$ cat config.mk
export PLATFORM = sky130hd
export DESIGN_NAME = hazard_ctrl
export DESIGN_NICKNAME = d
export VERILOG_FILES = /design/src/rtl/hazard_ctrl.sv
export SDC_FILE = /design/constraint.sdc
export NUM_CORES = 1
export LEC_CHECK = 0
export BUFFER_PORTS_ARGS = -buffer_cell sky130_fd_sc_hd__buf_2
export CORE_MARGIN = 3
export CORE_UTILIZATION = 55
export CTS_BUF_LIST = sky130_fd_sc_hd__clkbuf_8
export DETAILED_ROUTE_END_ITERATION = 6
export GPL_TIMING_DRIVEN = 0
export PLACE_DENSITY_LB_ADDON = 0.12
export RECOVER_POWER = 25
export SETUP_SLACK_MARGIN = 0.2
export SYNTH_ARGS = -nofsm -noshare
export SYNTH_HDL_FRONTEND = slang
export SYNTH_SLANG_ARGS = --single-unit
$ cat constraint.sdc
create_clock -name clk -period 6.1 [get_ports clk]
set_input_delay 0.305 -clock clk [delete_from_list [all_inputs] [get_ports clk]]
set_output_delay 0.305 -clock clk [all_outputs]
set_load 0.005 [all_outputs]
$ cat src/rtl/hazard_ctrl.sv
// hazard_ctrl: stall/flush/forwarding control for a 5-stage RISC-V pipeline
//   with a bounded M-stage memory wait and saturating stall/flush counters.
// Ports:
//   clk, reset (async, active-high), clr_cnt
//   Rs1D/Rs2D, Rs1E/Rs2E/RdE, RdM/RdW, RegWriteM/W  : register hazard inputs
//   ResultSrcE0 (load in E), PCSrcE (taken branch)  : control hazard inputs
//   MemReqM/MemReadyM                               : M-stage memory handshake
//   ForwardAE/BE, Stall*, Flush*                    : pipeline controls
//   mem_err (sticky timeout), stall_cnt, flush_cnt  : status/perf counters
module hazard_ctrl #(
  parameter int TIMEOUT = 16,
  parameter int CNT_W = 16
) (
  input  logic             clk,
  input  logic             reset,
  input  logic [4:0]       Rs1D,
  input  logic [4:0]       Rs2D,
  input  logic [4:0]       Rs1E,
  input  logic [4:0]       Rs2E,
  input  logic [4:0]       RdE,
  input  logic [4:0]       RdM,
  input  logic [4:0]       RdW,
  input  logic             RegWriteM,
  input  logic             RegWriteW,
  input  logic             ResultSrcE0,
  input  logic             PCSrcE,
  input  logic             MemReqM,
  input  logic             MemReadyM,
  input  logic             clr_cnt,
  output logic [1:0]       ForwardAE,
  output logic [1:0]       ForwardBE,
  output logic             StallF,
  output logic             StallD,
  output logic             StallE,
  output logic             StallM,
  output logic             FlushD,
  output logic             FlushE,
  output logic             FlushW,
  output logic             mem_err,
  output logic [CNT_W-1:0] stall_cnt,
  output logic [CNT_W-1:0] flush_cnt
);
  localparam int WW = $clog2(TIMEOUT + 1);
  typedef enum logic {RUN, MEM_WAIT} state_t;
  state_t           state_q, state_d;
  logic [WW-1:0]    wait_cnt_q, wait_cnt_d;
  logic             mem_err_q, mem_err_d;
  logic [CNT_W-1:0] stall_cnt_q, stall_cnt_d, flush_cnt_q, flush_cnt_d;
  logic             lw_stall, at_limit, mem_stall, br_flush, ld_stall;
  function automatic logic [1:0] fwd(input logic [4:0] rs);
    return (RegWriteM && RdM != 5'd0 && RdM == rs) ? 2'b10 :
           (RegWriteW && RdW != 5'd0 && RdW == rs) ? 2'b01 : 2'b00;
  endfunction
  always_comb begin
    lw_stall    = ResultSrcE0 && RdE != 5'd0 && (RdE == Rs1D || RdE == Rs2D);
    at_limit    = state_q == MEM_WAIT && wait_cnt_q == WW'(TIMEOUT);
    // outputs are gated by reset so an asserted reset silences them at once
    mem_stall   = !reset && MemReqM && !MemReadyM && !at_limit;
    br_flush    = !reset && !mem_stall && PCSrcE;
    ld_stall    = !reset && !mem_stall && !PCSrcE && lw_stall;
    ForwardAE   = reset ? 2'b00 : fwd(Rs1E);
    ForwardBE   = reset ? 2'b00 : fwd(Rs2E);
    StallF      = mem_stall || ld_stall;
    StallD      = mem_stall || ld_stall;
    StallE      = mem_stall;
    StallM      = mem_stall;
    FlushW      = mem_stall;
    FlushD      = br_flush;
    FlushE      = br_flush || ld_stall;
    state_d     = mem_stall ? MEM_WAIT : RUN;
    wait_cnt_d  = !mem_stall ? '0 : state_q == RUN ? WW'(1) : wait_cnt_q + WW'(1);
    // forced release at the limit while the access is still pending
    mem_err_d   = mem_err_q || (at_limit && MemReqM && !MemReadyM);
    stall_cnt_d = clr_cnt ? '0 : (StallF && ~&stall_cnt_q) ? stall_cnt_q + 1'b1 : stall_cnt_q;
    flush_cnt_d = clr_cnt ? '0 : (br_flush && ~&flush_cnt_q) ? flush_cnt_q + 1'b1 : flush_cnt_q;
    mem_err     = mem_err_q;
    stall_cnt   = stall_cnt_q;
    flush_cnt   = flush_cnt_q;
  end
  always_ff @(posedge clk or posedge reset) begin
    if (reset) begin
      state_q     <= RUN;
      wait_cnt_q  <= '0;
      mem_err_q   <= 1'b0;
      stall_cnt_q <= '0;
      flush_cnt_q <= '0;
    end else begin
      state_q     <= state_d;
      wait_cnt_q  <= wait_cnt_d;
      mem_err_q   <= mem_err_d;
      stall_cnt_q <= stall_cnt_d;
      flush_cnt_q <= flush_cnt_d;
    end
  end
endmodule

==> impl_metrics.py <==
metrics = {
    "drt": {
        "first_iter_violations": 185,
        "avgViaCountPerCell": 5.64,
        "drt-met1-wl_um": 2450,
        "wl_met3_um": 254,
        "first_pass_iters": 4,
        "wl_per_cell_um": 14.4,
        "dr_wl_met2_um": 3080,
        "dr_total_vias": 2306,
        "top_layer": "met4",
        "antenna_left": 0,
        "drc": 0,
        "totalWireLength_um": 5900,
    },
    "cts": {
        "tritoncts": "done",
        "cts_setup_buffers": 0,
        "clkSlewWorstSetupHoldPaths_ns": 0.07,
        "cts_resized": 0,
        "cts_hold_buf": 0,
        "cts_sinks": 39,
        "root_buffer": "clkbuf_8",
        "cts_buffers": 5,
        "clk_path_buf_depth": 2,
        "clock_latency_ns": 0.29,
        "cts_max_level": 2,
    },
    "global_route": {
        "grt_pass1_wl_um": 9690,
        "grt_max_degree": 44,
        "antenna_found_initial": 0,
        "grt.total_usage": 0.230,
        "grt_overflow_total": 0,
        "grt_pass1_vias": 2160,
    },
    "yosys": {
        "ys.warnings.count": 0,
        "ys_ff_latch": 39,
        "synth_edf_count": 0,
        "syn-num-nets": 312,
        "synth-async-reset-ratio": 1.00,
        "ys_types": 41,
        "syn_inst": 264,
        "synthFlopType": "dfrtp_1",
        "yosysSeqAreaShare": 0.403,
        "synth.avg_cell_area_sq_um": 9.18,
        "synth_area_sq_um": 2420,
    },
    "sta": {
        "setup_tns_ns": 0,
        "hold_viol_final": 0,
        "tightestPinTransition_ns": 1.53,
        "clock_skew_ns": 0.00869,
        "maxSlewHeadroom": -0.0180,
        "grt_setup_unrepaired": "false",
        "min_period_ns": 3.15,
        "fmax_mhz": 317,
        "min_period_over_period": 0.517,
        "setup-violations-final": 0,
        "slew_violations": 44,
    },
    "setup_path": {
        "path_class": "input port to primary output",
        "crit_path_end_kind": "primary output",
        "reg2reg_slack_ns": 3.58,
        "path_max_fanout": 43,
        "crit_path_start_kind": "input port",
        "required_ns": 5.79,
        "worst_r2r_path_depth": 8,
        "crit_arrival_ns": 2.85,
    },
    "finish": {
        "fin_util": 0.742,
        "syn_to_final_growth_pct": 26.0,
        "antennaDiodeCount": 0,
        "drive_gt1_frac": 0.273,
        "final_cells": 409,
        "nets": 406,
    },
    "die": {
        "core_area_sq_um": 4120,
        "die_h_um": 72.4,
        "fp-row-count": 23,
        "dieArea_sq_um": 5240,
        "die_w_um": 72.4,
        "start_util": 0.589,
        "ioPinCount": 88,
    },
    "min_path": {
        "min_path_type": "input port to flip-flop",
        "min_path_cells": 2,
    },
    "power_and_ir_drop": {
        "p_leak_nw": 1.49,
        "vdd_drop_max_mv": 0.0908,
        "p_per_area_nw_per_um2": 190,
    },
    "place": {
        "place_inst": 401,
        "gp_congestion": 0.799,
        "dp_hpwl_um": 4580,
        "port_buffers": 87,
    },
    "run_status": {
        "status": "complete, but fails checks",
        "violations": "capacitance limit, slew limit",
    },
    "flow_run": {
        "cap_violations": 1,
    },
}
==> synth_stat cells (2+ instances only) <==
cell type / instances / share of area
dfrtp_1: 39 / 0.40
xor2_1: 37 / 0.13
nor2_1: 32 / 0.050
nand3_1: 18 / 0.037
xnor2_1: 14 / 0.051
nand2_1: 12 / 0.019
nand4_1: 12 / 0.031
a21oi_1: 11 / 0.023
or4_1: 10 / 0.031
and3_1: 8 / 0.021
inv_1: 8 / 0.012
nor3_1: 6 / 0.012
o21ai_0: 6 / 0.012
o31ai_1: 6 / 0.019
buf_4: 4 / 0.012
clkbuf_1: 4 / 0.0062
ha_1: 4 / 0.021
nor4_1: 4 / 0.010
or3_1: 4 / 0.010
nor2b_1: 3 / 0.0077
mux2i_1: 2 / 0.0083
==> sequential cells by signal (all words and copies together), names as in the netlist <==
register	cells
flush_cnt	16
stall_cnt	16
wait_cnt_q	5
mem_err	1
state_q	1
==> cell families (layout without fill, tap and decap cells) <==
kind of cell             after synthesis  in the layout  share of synthesized area
adder cells (fa/ha/maj)                4              4                     0.0207
multiplexers                           3              3                     0.0129
buffers and inverters                 16            111                     0.0310
XOR/XNOR                              51             51                      0.184
flip-flops                            39             39                      0.403
AND/OR/NAND/NOR                      115            115                      0.248
AO/OA/AOI/OAI                         36             36                      0.101
==> critical path: stages <==
cell and delay [ns]:
clkbuf_1 0.16, inv_1 1.13, o211ai_1 0.26, or4_1 0.63, nor4_1 0.19, buf_2 0.16
==> power breakdown <==
group	total, mW	internal (mW)	leakage [nW]	switching [mW]
combinational	0.0692	0.0305	0.875	0.0388
sequential	0.263	0.260	0.542	0.00224
clock	0.250	0.162	0.0695	0.0877
total	0.581	0.453	1.49	0.129
==> area by class of cell <==
class                      count  area, sq um
clock buffer                   5         68.8
sequential                    39          976
inverter                       8         30.0
tap                           50         62.6
timing repair buffer          87          434
buffer                         8         45.0
fill                         320         1060
clock inverter                 3         63.8
multi-input combinational    209         1370
==> worst paths after layout <==
path / to / startpoint
hold / removal: stall_cnt[11] / clr_cnt
max in group asynchronous: wait_cnt_q[3] / reset
hold reg to reg: mem_err / mem_err
setup / recovery: ForwardBE[0] / reset
min in group asynchronous: flush_cnt[13] / reset
setup reg to reg: stall_cnt[1] / stall_cnt[0]
==> metrics by stage <==
| step | power [mW] | worst slack, ns | hold slack [ns] | instance area [sq um] |
|---|---|---|---|---|
| floorplan | 0.304 | 3.65 | 0.371 | 2420 |
| global placement | 0.335 | 2.89 | 0.459 | 2920 |
| detailed placement | 0.337 | 3.49 | 0.467 | 2920 |
| CTS | 0.584 | 3.49 | 0.253 | 3050 |
| global route | 0.605 | 2.56 | 0.265 | 3050 |
| finish | 0.581 | 2.95 | 0.264 | 3050 |
==> cell usage in the layout (no fill, tap or decap), types with 8 or more instances in the layout <==
| cell type | count |
|---|---|
| nand2_1 | 12 |
| and3_1 | 8 |
| xnor2_1 | 14 |
| buf_2 | 86 |
| nand3_1 | 18 |
| nor2_1 | 32 |
| a21oi_1 | 11 |
| nand4_1 | 12 |
| inv_1 | 9 |
| xor2_1 | 37 |
| dfrtp_1 | 39 |
| or4_1 | 10 |
==> metal layers <==
metal / vias to the layer above / GRT usage
met5: - / 0
met4: 0 / 0.0902
met3: 12 / 0.0360
met2: 63 / 0.392
met1: 1092 / 0.293
li1: 1139 / -
No activity file was read; power rests on OpenSTA's default activity.
